### config.mk
export PLATFORM = sky130hd
export DESIGN_NAME = cgb_mode_controller
export DESIGN_NICKNAME = d
export VERILOG_FILES = /design/src/rtl/cgb_mode_controller_pkg.sv /design/src/rtl/cgb_mode_controller.sv
export SDC_FILE = /design/constraint.sdc
export NUM_CORES = 1
export LEC_CHECK = 0
export CELL_PAD_IN_SITES_DETAIL_PLACEMENT = 1
export CELL_PAD_IN_SITES_GLOBAL_PLACEMENT = 1
export CORE_MARGIN = 3
export CORE_UTILIZATION = 37
export DETAILED_ROUTE_END_ITERATION = 16
export HOLD_SLACK_MARGIN = 0.12
export PLACE_DENSITY = 0.85
export SYNTH_ARGS = -nofsm -noshare
export SYNTH_HDL_FRONTEND = slang
export SYNTH_SLANG_ARGS = --single-unit
### constraint.sdc
create_clock -name clk -period 5.8 [get_ports clk]
set_input_delay 1.74 -clock clk [delete_from_list [all_inputs] [get_ports clk]]
set_output_delay 1.74 -clock clk [all_outputs]
set_load 0.005 [all_outputs]
### src/rtl/cgb_mode_controller_pkg.sv
// Shared console definitions for the CGB mode controller:
// FSM states, register selects and the default speed-switch stall length.
package cgb_mode_controller_pkg;

    typedef enum logic [1:0] {
        NORMAL = 2'd0,
        SWITCH = 2'd1,
        STOP   = 2'd2
    } mode_state_t;

    localparam logic [1:0] SEL_KEY0 = 2'd0;
    localparam logic [1:0] SEL_KEY1 = 2'd1;
    localparam logic [1:0] SEL_BOOT = 2'd2;

    localparam int SWITCH_CYCLES_DEF = 2050;

endpackage

### src/rtl/cgb_mode_controller.sv
// CGB mode controller: KEY0 compat latch, KEY1 speed switch, FF50 boot-ROM
// disable, and the STOP / speed-switch sequencing FSM.
module cgb_mode_controller
    import cgb_mode_controller_pkg::*;
#(
    parameter int SWITCH_CYCLES = SWITCH_CYCLES_DEF,
    parameter int CNT_W         = $clog2(SWITCH_CYCLES)
) (
    input  logic       clk,
    input  logic       reset,
    input  logic       cpu_en,
    input  logic [1:0] reg_select,
    output logic [7:0] rdata,
    input  logic [7:0] wdata,
    input  logic       write,
    input  logic       stop_exec,
    input  logic       wake,
    output logic       cgb,
    output logic       double_speed,
    output logic       boot_rom_en,
    output logic       cpu_stall,
    output logic       div_reset,
    output logic       stop_mode
);

    mode_state_t      state_q, state_d;
    logic [CNT_W-1:0] counter_q, counter_d;
    logic             key0_compat_q, key0_compat_d;
    logic             armed_q, armed_d;
    logic             double_speed_q, double_speed_d;
    logic             boot_rom_en_q, boot_rom_en_d;
    logic             cpu_stall_q, cpu_stall_d;
    logic             stop_mode_q, stop_mode_d;

    logic stop_tick;
    logic go_switch;
    logic toggle;
    logic wr_en;
    logic unused_wdata;

    assign unused_wdata = ^{wdata[7:3], wdata[1]};

    function automatic logic [7:0] read_mux(
        input logic [1:0] sel,
        input logic       boot,
        input logic       compat,
        input logic       cgb_on,
        input logic       ds,
        input logic       arm
    );
        logic [7:0] r;
        r = 8'hff;
        if (sel == SEL_KEY0 && boot)
            r = {5'b11111, compat, 2'b11};
        else if (sel == SEL_KEY1 && cgb_on)
            r = {ds, 6'b111111, arm};
        return r;
    endfunction

    assign cgb          = ~key0_compat_q;
    assign double_speed = double_speed_q;
    assign boot_rom_en  = boot_rom_en_q;
    assign cpu_stall    = cpu_stall_q;
    assign stop_mode    = stop_mode_q;
    assign wr_en        = cpu_en & write;

    assign stop_tick = ~reset & cpu_en & stop_exec & (state_q == NORMAL);
    assign go_switch = stop_tick & cgb & armed_q;

    assign rdata = read_mux(reg_select, boot_rom_en_q, key0_compat_q,
                            cgb, double_speed_q, armed_q);

    // State register
    always_ff @(posedge clk) begin
        if (reset) begin
            state_q   <= NORMAL;
            counter_q <= '0;
        end else begin
            state_q   <= state_d;
            counter_q <= counter_d;
        end
    end

    // Next state
    always_comb begin
        state_d   = state_q;
        counter_d = counter_q;
        toggle    = 1'b0;
        unique case (state_q)
            NORMAL: begin
                if (go_switch) begin
                    state_d   = SWITCH;
                    counter_d = CNT_W'(SWITCH_CYCLES - 1);
                end else if (stop_tick) begin
                    state_d = STOP;
                end
            end
            SWITCH: begin
                if (cpu_en) begin
                    if (counter_q == '0) begin
                        state_d = NORMAL;
                        toggle  = 1'b1;
                    end else begin
                        counter_d = counter_q - CNT_W'(1);
                    end
                end
            end
            STOP: begin
                if (cpu_en && wake)
                    state_d = NORMAL;
            end
            default: state_d = NORMAL;
        endcase
    end

    // Outputs: stall/stop are registered decodes of the next state
    always_comb begin
        cpu_stall_d = (state_d != NORMAL);
        stop_mode_d = (state_d == STOP);
        div_reset   = stop_tick;
    end

    // Register bank; a KEY1 write in the STOP tick still lands
    always_comb begin
        key0_compat_d  = key0_compat_q;
        armed_d        = armed_q;
        boot_rom_en_d  = boot_rom_en_q;
        double_speed_d = double_speed_q ^ toggle;
        if (go_switch)
            armed_d = 1'b0;
        if (wr_en) begin
            unique case (reg_select)
                SEL_KEY0: if (boot_rom_en_q) key0_compat_d = wdata[2];
                SEL_KEY1: if (cgb && state_q == NORMAL) armed_d = wdata[0];
                SEL_BOOT: if (wdata[0]) boot_rom_en_d = 1'b0;
                default: ;
            endcase
        end
    end

    always_ff @(posedge clk) begin
        if (reset) begin
            key0_compat_q  <= 1'b0;
            armed_q        <= 1'b0;
            boot_rom_en_q  <= 1'b1;
            double_speed_q <= 1'b0;
            cpu_stall_q    <= 1'b0;
            stop_mode_q    <= 1'b0;
        end else begin
            key0_compat_q  <= key0_compat_d;
            armed_q        <= armed_d;
            boot_rom_en_q  <= boot_rom_en_d;
            double_speed_q <= double_speed_d;
            cpu_stall_q    <= cpu_stall_d;
            stop_mode_q    <= stop_mode_d;
        end
    end

endmodule

==> flow_metrics.tcl <==
set metrics [dict create \
    fin_crit_sh_pct 85.5 \
    setup_ws_ns 0.839 \
    dpl_cell_area_um2 1260 \
    place_congestion 0.738 \
    antenna_found_initial 0 \
    ys_ff_latch 20 \
    max_slew_margin_pct 50.1 \
    drt_pre_antenna_iters 4 \
    drv_cap 0 \
    ys_seq_area_share_pct 37.2 \
    power_density_nw_per_um2 190 \
    grt_pass1_wl_mm 4.46 \
    fin_hold_ws_ns 0.494 \
    viasPerCell 5.87 \
    via_count 1004 \
    clk_pin_slew_worst_paths_ns 0.11 \
    crit_top_cell "clkdlybuf4s50_1" \
    syn2layout_area_growth_pct 20.3 \
    synthTopCellsByArea "dfxtp_1 (37%), a21oi_1 (5.6%), o31ai_1 (4.2%)" \
    clk-insertion-delay-late_ns 0.30 \
    finalInstanceArea_um2 1290 \
    cts_buffers 3 \
    hold_violations 0 \
    cts_tree "built" \
    tightest_slew_ns 0.746 \
    slowest_delay_ns 0.55 \
    cp_top_family "buffers and inverters" \
    synth_warnings 0 \
    wl_mm 2.57 \
    setup_viol 0 \
    grt_max_degree 18 \
    cts_hold_buf 0 \
    fmax_ghz 0.202 \
    path_cells "clkdlybuf4s50_1 > and4bb_2 > and2_1 > clkdlybuf4s50_1" \
    syn_area_um2 1080 \
    rsz0062_at_grt "no" \
    yosysUniqueCellTypes 42 \
    crit_buf_inv 2 \
    synth_common_cells "dfxtp_1 (20), a21oi_1 (12), inv_1 (7), nand2_1 (7)" \
    worstPathArrival_ns 3.22 \
    cts_resized 0 \
    synth_ff_type "dfxtp_1" \
    clock_sinks 20 \
    port_buffers 18 \
    final_net_count 160 \
    post-cts-setup-buffers 0 \
    layout_min_cycle_time_ns 4.96 \
    crit_fanout 6 \
    synth_edf_count 0 \
    leakagePower_nw 0.478 \
    yosys.area.top_type "dfxtp_1" \
    path_class "input pin to output pin" \
    drt_iter0_drc 18 \
    fill_cells 320 \
    hold_path_class "register to register" \
    cp-start-kind "input pin" \
    wl_per_cell_um 15.0 \
    fp.dieH_um 59.9 \
    drc_errors 0 \
    ir_worst_vdd_v 0.000144 \
    cts_max_level 1 \
    io_pins 30 \
    dp_slack_ns 0.825 \
    overflow 0 \
    grt_pass1_vias 1020 \
    die_area_um2 3590 \
    n_antenna_cell 0 \
    fp.coreArea_um2 2610 \
    post-synth-top-count-cell "dfxtp_1" \
    die_w_um 59.9 \
    num_rows 18 \
    drv_slew 0 \
    postSynth.asyncResetShare_pct 0 \
    syn_avg_cell_area_um2 8.75 \
    endpoint_kind "output pin" \
    synth_top_area_share_pct 37.2 \
    crit_slowest_cell "clkdlybuf4s50_1" \
    tns_ns 0 \
    cts_buffer_depth 2 \
    synth_cells 123 \
    ant_nets 0 \
    grt.total_usage_pct 16.0 \
    outcome "finished, final reports clean" \
    finalClockSkew_ns 0.000913 \
    place_hpwl_mm 1.99 \
    cp.required_ns 4.06 \
    final_layout_size_suffix_gt1_share_pct 12.1 \
    clockRootBuffer "clkbuf_4" \
    initial_core_util_pct 41.2 \
]
-- power breakdown --
part	internal [W]	switching [W]	total, W
Sequential	0.000139	0.00000111	0.000140
Combinational	0.0000129	0.0000103	0.0000233
Clock	0.0000383	0.0000444	0.0000828
Total	0.000190	0.0000559	0.000246
-- registers in the layout, summed over array words and instances (netlist names) --
| name | cells |
|---|---|
| armed_q | 1 |
| key0_compat_q | 1 |
| state_q | 2 |
| cpu_stall | 1 |
| counter_q | 12 |
| double_speed | 1 |
| stop_mode | 1 |
| boot_rom_en | 1 |
-- area by class of cell --
class	count	area, µm²	area share, %
Sequential cell	20	400	30.9
Inverter	7	26.3	2.03
Clock buffer	4	36.3	2.80
Tap cell	30	37.5	2.90
Timing Repair Buffer	18	180	13.9
Multi-Input combinational cell	92	614	47.4
-- routing by layer --
metal	routed length, µm	share of wire (%)	GRT usage [%]
met5	0	0	0
met4	19	0.74	2.22
met3	85	3.3	4.75
met2	1260	49	27.8
met1	1200	47	20.0
-- through the flow --
| step | utilization (%) | instances | power (W) |
|---|---|---|---|
| finish | 49.6 | 171 | 0.000246 |
| global route | 49.6 | 171 | 0.000257 |
| CTS | 49.6 | 171 | 0.000249 |
| detailed placement | 48.2 | 167 | 0.000166 |
| global placement | 48.2 | 167 | 0.000166 |
| floorplan | - | 127 | 0.000155 |
-- cells in the final DEF (no fill, tap or decap), drive strengths merged, types with 3 or more instances in the layout --
cell type / synthesis / layout
a21oi: 12 / 12
a31oi: 4 / 4
clkbuf: 2 / 4
clkdlybuf4s50: 0 / 18
conb: 1 / 5
dfxtp: 20 / 20
inv: 7 / 7
nand2: 7 / 7
nand3: 4 / 4
nor2: 6 / 6
o21ai: 4 / 4
o31ai: 6 / 6
or2: 4 / 4
or3: 3 / 3
or4: 7 / 7
-- kinds of logic (layout without fill, tap and decap cells) --
group	Yosys count	in the layout	synth area share (%)
AND/OR/NAND/NOR	48	48	30.3
multiplexers	1	1	0.930
other	1	5	0.349
buffers and inverters	15	29	7.09
AO/OA/AOI/OAI	36	36	21.7
flip-flops	20	20	37.2
adder cells (fa/ha/maj)	2	2	2.33
-- final timing paths --
kind | from | endpoint | slack, ns | cells past startpoint
hold reg to reg | boot_rom_en | boot_rom_en | 0.49 | 1
setup reg to reg | counter_q[0] | cpu_stall | 3.39 | 6
setup / recovery | cpu_en | div_reset | 0.84 | 4
hold / removal | boot_rom_en | boot_rom_en | 0.49 | 1
(Power assumes the default switching activity.)
